**src/rtl/request_latch_pkg.sv**
```systemverilog
//------------------------------------------------------------------------------
// Module   : request_latch_pkg
// Brief    : Shared channel-count constant and channel-index type for the
//            request latch and its downstream priority encoder.
// Revision : 1.0 - initial release
//------------------------------------------------------------------------------
`default_nettype none

package request_latch_pkg;

    localparam int N_REQ_MAX = 4;

    typedef logic [1:0] req_idx_t;

endpackage : request_latch_pkg

`default_nettype wire

```
**src/rtl/request_latch_key_debounce.sv**
```systemverilog
//------------------------------------------------------------------------------
// Module   : key_debounce
// Brief    : One push-button channel. It synchronises the key, optionally
//            debounces it (REQUEST_LATCH_DEBOUNCE_EN) and emits a one-cycle
//            pulse on each accepted 0->1 transition.
// Revision : 1.0 - initial release
//------------------------------------------------------------------------------
`default_nettype none

module key_debounce
    import request_latch_pkg::*;
#(
    parameter int DEBOUNCE_CYCLES = 250000
) (
    input  logic clock,
    input  logic reset,
    input  logic key,
    output logic rise
);

    logic r_sync1;
    logic r_sync2;
    logic r_stable_d;
    logic w_stable;

    if (DEBOUNCE_CYCLES < 1 || DEBOUNCE_CYCLES > (1 << 20)) begin : g_param_check
        $error("key_debounce: DEBOUNCE_CYCLES out of range");
    end

    always_ff @(posedge clock) begin
        if (reset) begin
            r_sync1 <= 1'b0;
            r_sync2 <= 1'b0;
        end else begin
            r_sync1 <= key;
            r_sync2 <= r_sync1;
        end
    end

`ifdef REQUEST_LATCH_DEBOUNCE_EN
    localparam int c_cnt_w = $clog2(DEBOUNCE_CYCLES + 1);
    localparam logic [c_cnt_w-1:0] c_cnt_last = c_cnt_w'(DEBOUNCE_CYCLES - 1);

    logic [c_cnt_w-1:0] r_cnt;
    logic               r_stable;

    // The counter tops out at DEBOUNCE_CYCLES-1: the next disagreeing cycle
    // flips the level and clears it, so it can never wrap.
    always_ff @(posedge clock) begin
        if (reset) begin
            r_cnt    <= '0;
            r_stable <= 1'b0;
        end else if (r_sync2 == r_stable) begin
            r_cnt    <= '0;
        end else if (r_cnt == c_cnt_last) begin
            r_cnt    <= '0;
            r_stable <= r_sync2;
        end else begin
            r_cnt    <= r_cnt + 1'b1;
        end
    end

    assign w_stable = r_stable;
`else
    assign w_stable = r_sync2;
`endif

    always_ff @(posedge clock) begin
        if (reset) begin
            r_stable_d <= 1'b0;
        end else begin
            r_stable_d <= w_stable;
        end
    end

    assign rise = w_stable & ~r_stable_d;

endmodule : key_debounce

`default_nettype wire

```
**src/rtl/request_latch.sv**
```systemverilog
//------------------------------------------------------------------------------
// Module   : request_latch
// Brief    : Turns N_REQ bouncing push-buttons into sticky request lines with
//            per-channel acknowledge and sticky overrun flags. Debouncing is
//            enabled by defining REQUEST_LATCH_DEBOUNCE_EN.
// Revision : 1.0 - initial release
//------------------------------------------------------------------------------
`default_nettype none

module request_latch
    import request_latch_pkg::*;
#(
    parameter int N_REQ           = 3,
    parameter int DEBOUNCE_CYCLES = 250000
) (
    input  logic             clock,
    input  logic             reset,
    input  logic [N_REQ-1:0] key,
    input  logic             ack,
    input  logic [1:0]       ack_idx,
    output logic [N_REQ-1:0] req,
    output logic [N_REQ-1:0] overrun
);

    logic [N_REQ-1:0] w_rise;
    logic [N_REQ-1:0] w_clr;

    if (N_REQ < 1 || N_REQ > N_REQ_MAX) begin : g_param_check
        $error("request_latch: N_REQ out of range");
    end

    for (genvar i = 0; i < N_REQ; i++) begin : g_chan
        key_debounce #(
            .DEBOUNCE_CYCLES (DEBOUNCE_CYCLES)
        ) u_key_debounce (
            .clock (clock),
            .reset (reset),
            .key   (key[i]),
            .rise  (w_rise[i])
        );

        // Only indices below N_REQ have a channel, so out-of-range acks decode to nothing.
        assign w_clr[i] = ack && (req_idx_t'(ack_idx) == req_idx_t'(i));

        // A new press beats a same-cycle clear so that no press is lost.
        always_ff @(posedge clock) begin
            if (reset) begin
                req[i]     <= 1'b0;
                overrun[i] <= 1'b0;
            end else if (w_rise[i]) begin
                req[i] <= 1'b1;
                if (req[i] && !w_clr[i]) begin
                    overrun[i] <= 1'b1;
                end
            end else if (w_clr[i]) begin
                req[i] <= 1'b0;
            end
        end
    end

endmodule : request_latch

`default_nettype wire

```
**config.mk**
```make
export PLATFORM = sky130hd
export DESIGN_NAME = request_latch
export DESIGN_NICKNAME = d
export VERILOG_FILES = /design/src/rtl/request_latch_pkg.sv /design/src/rtl/request_latch_key_debounce.sv /design/src/rtl/request_latch.sv
export SDC_FILE = /design/constraint.sdc
export NUM_CORES = 1
export LEC_CHECK = 0
export BUFFER_PORTS_ARGS = -buffer_cell sky130_fd_sc_hd__buf_2
export CAP_MARGIN = 20
export CORE_AREA = 2 2 39 41
export CTS_BUF_LIST = sky130_fd_sc_hd__clkbuf_4 sky130_fd_sc_hd__clkbuf_8
export CTS_CLUSTER_DIAMETER = 120
export DETAILED_ROUTE_END_ITERATION = 16
export DIE_AREA = 0 0 41 43
export GPL_TIMING_DRIVEN = 0
export PLACE_DENSITY = 0.69
export SKIP_LAST_GASP = 1
export SLEW_MARGIN = 30
export SYNTH_ARGS = -nofsm -noshare
export SYNTH_HDL_FRONTEND = slang
export SYNTH_HIERARCHICAL = 1
export SYNTH_SLANG_ARGS = --single-unit
```
**constraint.sdc**
```tcl
create_clock -name clock -period 2.4 [get_ports clock]
set_clock_uncertainty 0.15 [all_clocks]
set_input_delay 0.12 -clock clock [delete_from_list [all_inputs] [get_ports clock]]
set_output_delay 0.12 -clock clock [all_outputs]
set_load 0.01 [all_outputs]
```
==> flow_metrics.env, run 1 <==
export IMPL_status="completed"
export IMPL_antenna_found_initial=0
export IMPL_synthCells=49
export IMPL_cts_root_buf="clkbuf_4"
export IMPL_ir_worst_vdd_v=0.000393
export IMPL_hold_violations=0
export IMPL_layout_common_cells="dfxtp_1, buf_2, nor2b_1, dlygate4sd3_1"
export IMPL_min_period_ns=1.64
export IMPL_die_area_um2=1760
export IMPL_setup_viol=0
export IMPL_endpoint_kind="register"
export IMPL_critical_path_arrival_ns=1.66
export IMPL_maxSlewHeadroom=0.870
export IMPL_finish_instance_area_um2=806
export IMPL_post_route_period_util=0.684
export IMPL_p_leak_nw=0.422
export IMPL_portBuffers=13
export IMPL_clkSinkCount=15
export IMPL_ctsResizeCount=0
export IMPL_wire_per_inst_um=10.6
export IMPL_layout_drive_gt1_share=0.427
export IMPL_numCtsBuffers=3
export IMPL_syn_nets=57
export IMPL_cp_required_ns=2.42
export IMPL_cp_common_cell="dlygate4sd3_1"
export IMPL_yosysUniqueCellTypes=11
export IMPL_critPathMaxFanout=3
export IMPL_hpwl_um=574
export IMPL_holdWs_ns=0.110
export IMPL_reg2reg_slack_ns=1.42
export IMPL_overflow=0
export IMPL_area_growth_syn_to_layout_pct=33.6
export IMPL_layout_commonest_cell="dfxtp_1"
export IMPL_rows=14
export IMPL_worstSetupStartpointType="input pin"
export IMPL_slowest_delay_ns=0.63
export IMPL_tns_ns=0
export IMPL_num_vias=401
export IMPL_place_inst=78
export IMPL_power_density_nw_per_um2=564
export IMPL_ant_nets=0
export IMPL_worst_pin_slew_ns=0.195
export IMPL_ys_seq_elements=15
export IMPL_die_h_um=43
export IMPL_ios=14
export IMPL_worstSetupPathType="in -> reg"
export IMPL_drc=0
export IMPL_cp_slowest_cell="dlygate4sd3_1"
export IMPL_num_fill_cells=122
export IMPL_yosysSeqAreaShare=0.498
export IMPL_grt_max_degree=13
export IMPL_initial_utilization=0.436
export IMPL_syn_cell_area_um2=603
export IMPL_nets=84
export IMPL_synth_yosys_warnings=6
export IMPL_tritoncts="done"
export IMPL_grt_util_all_layers=0.150
export IMPL_place_congestion=0.604
export IMPL_routed_wl_um=961
export IMPL_drv_cap=0
export IMPL_timing_fmax_mhz=609
export IMPL_placed_cell_area_um2=688
export IMPL_grt_pass1_wl_um=1640
export IMPL_rsz0062_at_grt="false"
export IMPL_drt_iter0_drc=3
export IMPL_clk_pin_slew_ns=0.08
export IMPL_fin_cells=91
export IMPL_avgSynthCellArea_um2=12.3
export IMPL_first_pass_iters=2
export IMPL_h_tree_depth=1
export IMPL_slew_viol_final=0
export IMPL_routed_via_density=4.41
export IMPL_coreArea_um2=1380
export IMPL_grt_pass1_vias=391
export IMPL_final_util=0.582
export IMPL_chipWidth_um=41
export IMPL_hold_path_class="in -> reg"
export IMPL_crit_chain="dlygate4sd3_1, buf_2, nor3b_2, dlygate4sd3_1, o22ai_2"
export IMPL_clockBufferDepth=2
export IMPL_antenna_cells=0
export IMPL_insertion_delay_ns=0.28
[cell usage after synthesis]
cell type,count,share of area
dfxtp_1,15,0.50
nor2b_1,9,0.093
inv_1,6,0.037
o22ai_2,6,0.12
nand3b_4,3,0.10
nor2b_2,3,0.044
and3b_1,2,0.029
nand2b_1,2,0.021
buf_6,1,0.019
nand2b_2,1,0.015
nor3b_2,1,0.021
[layout make-up]
class / instances / area [um2] / share of cell area
sequential: 15 / 300 / 0.373
multi-input combinational: 27 / 269 / 0.334
timing repair buffer: 22 / 155 / 0.193
clock buffer: 3 / 22.5 / 0.0280
inverter: 6 / 22.5 / 0.0280
tap: 16 / 20.0 / 0.0248
buffer: 1 / 11.3 / 0.0140
clock inverter: 1 / 5.00 / 0.00621
[cells by family (layout without fill, tap and decap cells)]
logic type,count (synthesis),count (layout),share of synthesized area
DFF,15,15,0.498
and+or+nand+nor,21,21,0.322
AOI/OAI and AO/OA,6,6,0.124
buffers and inverters,7,33,0.0560
[layer usage]
metal | vias to the layer above | part of all wire | track usage
li1 | 212 | - | -
met1 | 177 | 0.40 | 0.165
met2 | 12 | 0.53 | 0.222
met3 | 0 | 0.067 | 0.0942
met4 | 0 | 0 | 0.0600
met5 | - | 0 | 0
[path summary, 6_finish.rpt]
kind	from	endpoint	cells after the start
worst min register to register	g_chan[1].u_key_debounce/r_sync1	g_chan[1].u_key_debounce/r_sync2	1
worst max register to register	g_chan[2].u_key_debounce/r_sync2	req[2]	3
worst max-delay path	ack_idx[1]	overrun[0]	5
worst min-delay path	ack	overrun[2]	3
[flip-flops by register name, indices dropped and copies added, names as in the netlist]
register,count
req,3
overrun,3
g_chan.u_key_debounce/r_stable_d,3
g_chan.u_key_debounce/r_sync2,3
g_chan.u_key_debounce/r_sync1,3
[report_power, final]
part           switching (mW)  internal (mW)
clock                  0.0781         0.0619
sequential            0.00556          0.258
combinational          0.0201         0.0306
[per-stage QoR]
step                total power [mW]  setup slack, ns
floorplan                      0.294             1.51
global placement               0.308             1.42
detailed placement             0.309             1.41
CTS                            0.464            0.810
global route                   0.481            0.755
finish                         0.454            0.759
[what timing repair did]
| action | 4_1_cts | 5_1_grt |
|---|---|---|
| hold endpoints to repair | 11 | 0 |
| buffers inserted | 0 | 0 |
| hold buffers | 9 | 0 |
[critical path: cells and delay by family]
family | cells | cell delay [ns]
AO/OA/AOI/OAI | 1 | 0.10
buffers and inverters | 3 | 1.30
AND/OR/NAND/NOR | 1 | 0.13
No activity file was read; power rests on OpenSTA's default activity.
==> inputs of run 2 (changes only) <==
PLACE_DENSITY = 0.72   (was 0.69)
clock period = 1.4 ns   (was 2.4 ns; I/O delays follow)
==> flow_metrics.env, run 2 (synthesis gave the netlist of run 1 again) <==
export IMPL_num_vias=420
export IMPL_worstSetupStartpointType="input pin"
export IMPL_rows=14
export IMPL_place_ws_ns=0.433
export IMPL_endpoint_kind="register"
export IMPL_drv_cap=0
export IMPL_reg2reg_slack_ns=0.41
export IMPL_overflow=0
export IMPL_worstReg2RegStart="g_chan[0].u_key_debounce/r_sync2"
export IMPL_num_fill_cells=131
export IMPL_initial_utilization=0.436
export IMPL_cts_hold_buffers=9
export IMPL_rsz0062_at_grt="false"
export IMPL_numCtsBuffers=3
export IMPL_combPwrFrac=0.111
export IMPL_layout_drive_gt1_share=0.427
export IMPL_p_int_mw=0.625
export IMPL_worst_pin_slew_ns=0.248
export IMPL_power_density_nw_per_um2=990
export IMPL_drc=0
export IMPL_insertion_delay_ns=0.27
export IMPL_cts_root_buf="clkbuf_4"
export IMPL_grt_pass1_vias=409
export IMPL_die_h_um=43
export IMPL_ios=14
export IMPL_ctsResizeCount=0
export IMPL_antenna_found_initial=0
export IMPL_routed_via_density=4.62
export IMPL_drt_iter0_drc=4
export IMPL_maxSlewHeadroom=0.834
export IMPL_routed_wl_um=1010
export IMPL_place_inst=78
export IMPL_p_leak_nw=0.420
export IMPL_holdWs_ns=0.0289
export IMPL_r2r_end="req[0]"
export IMPL_clockBufferDepth=2
export IMPL_timing_fmax_mhz=736
export IMPL_min_to="req[1]"
export IMPL_tritoncts="done"
export IMPL_placed_cell_area_um2=688
export IMPL_first_pass_iters=2
export IMPL_fin_cells=91
export IMPL_wire_per_inst_um=11.1
export IMPL_ant_nets=0
export IMPL_critical_path_arrival_ns=1.37
export IMPL_status="completed"
export IMPL_grt_pass1_wl_um=1710
export IMPL_pwr_share_clk=0.324
export IMPL_hpwl_um=637
export IMPL_grt_util_all_layers=0.150
export IMPL_min_period_ns=1.36
export IMPL_worstHoldPathCells=3
export IMPL_ir_worst_vdd_v=0.000872
export IMPL_power_net_switching_mw=0.175
export IMPL_area_growth_syn_to_layout_pct=34.0
export IMPL_finish_instance_area_um2=808
export IMPL_final_util=0.584
export IMPL_finalWorstSetupSlack_ns=0.0419
export IMPL_layout_common_cells="dfxtp_1, buf_2, nor2b_1, dlygate4sd3_1"
export IMPL_grt_max_degree=11
export IMPL_hold_violations=0
export IMPL_critPathMaxFanout=1
export IMPL_nets=84
export IMPL_coreArea_um2=1380
export IMPL_die_area_um2=1760
export IMPL_antenna_cells=0
export IMPL_cp_required_ns=1.42
export IMPL_post_route_period_util=0.970
export IMPL_worstSetupPathType="in -> reg"
export IMPL_seq_power_share=0.565
export IMPL_p_sw_frac=0.219
export IMPL_clkSinkCount=15
export IMPL_h_tree_depth=1
export IMPL_tns_ns=0
export IMPL_p_total_mw=0.800
export IMPL_place_congestion=0.660
export IMPL_chipWidth_um=41
export IMPL_slew_viol_final=0
export IMPL_hold_start="reset"
export IMPL_portBuffers=13
export IMPL_rr_worst_depth=3
export IMPL_setup_viol=0
export IMPL_hold_path_class="in -> reg"
export IMPL_clk_pin_slew_ns=0.08
export IMPL_layout_commonest_cell="dfxtp_1"
export IMPL_post_cts_buffers=0
[run 2: cell types whose count changed in the layout (fill, tap and decap cells not counted)]
cell / change
clkbuf_4: +1
clkinv_2: -1
[run 2: power by group through the flow]
stage                     Combinational [mW]  Clock (mW)  Sequential, mW
after floorplan                       0.0408           0           0.464
after global placement                0.0673           0           0.462
after detailed placement              0.0690           0           0.462
after CTS                             0.0888       0.273           0.453
after global routing                  0.0965       0.283           0.455
final                                 0.0885       0.260           0.452
[run 2: layer usage]
layer | global-route usage | routed length (um) | up-vias | part of all wire
met2 | 0.238 | 472 | 12 | 0.47
met4 | 0.0200 | 12 | 0 | 0.012
met1 | 0.168 | 466 | 193 | 0.46
li1 | - | - | 213 | -
met5 | 0 | 0 | - | 0
met3 | 0.0942 | 59 | 2 | 0.058
[run 2: worst max path at each step]
stage,start,to,slack [ns],depth (start not counted)
6_report,key[2],g_chan[2].u_key_debounce/r_sync1,0.04,4
5_1_grt,key[2],g_chan[2].u_key_debounce/r_sync1,0.01,4
4_1_cts,key[0],g_chan[0].u_key_debounce/r_sync1,0.07,4
3_5_place_dp,reset,overrun[0],0.43,4
3_3_place_gp,reset,overrun[0],0.46,4
2_1_floorplan,g_chan[0].u_key_debounce/r_sync2,req[0],0.51,3
[run 2: cell type report]
class                           count  area, um2  share of cell area
Sequential cell                    15        300               0.372
Multi-Input combinational cell     27        269               0.333
Timing Repair Buffer               22        155               0.192
Clock buffer                        4       30.0              0.0372
Inverter                            6       22.5              0.0279
Tap cell                           16       20.0              0.0248
Buffer                              1       11.3              0.0139
[run 2: worst max-delay path, stage by stage]
cell,delay (ns)
dlygate4sd3_1,0.53
buf_2,0.11
nor2b_1,0.11
dlygate4sd3_1,0.55
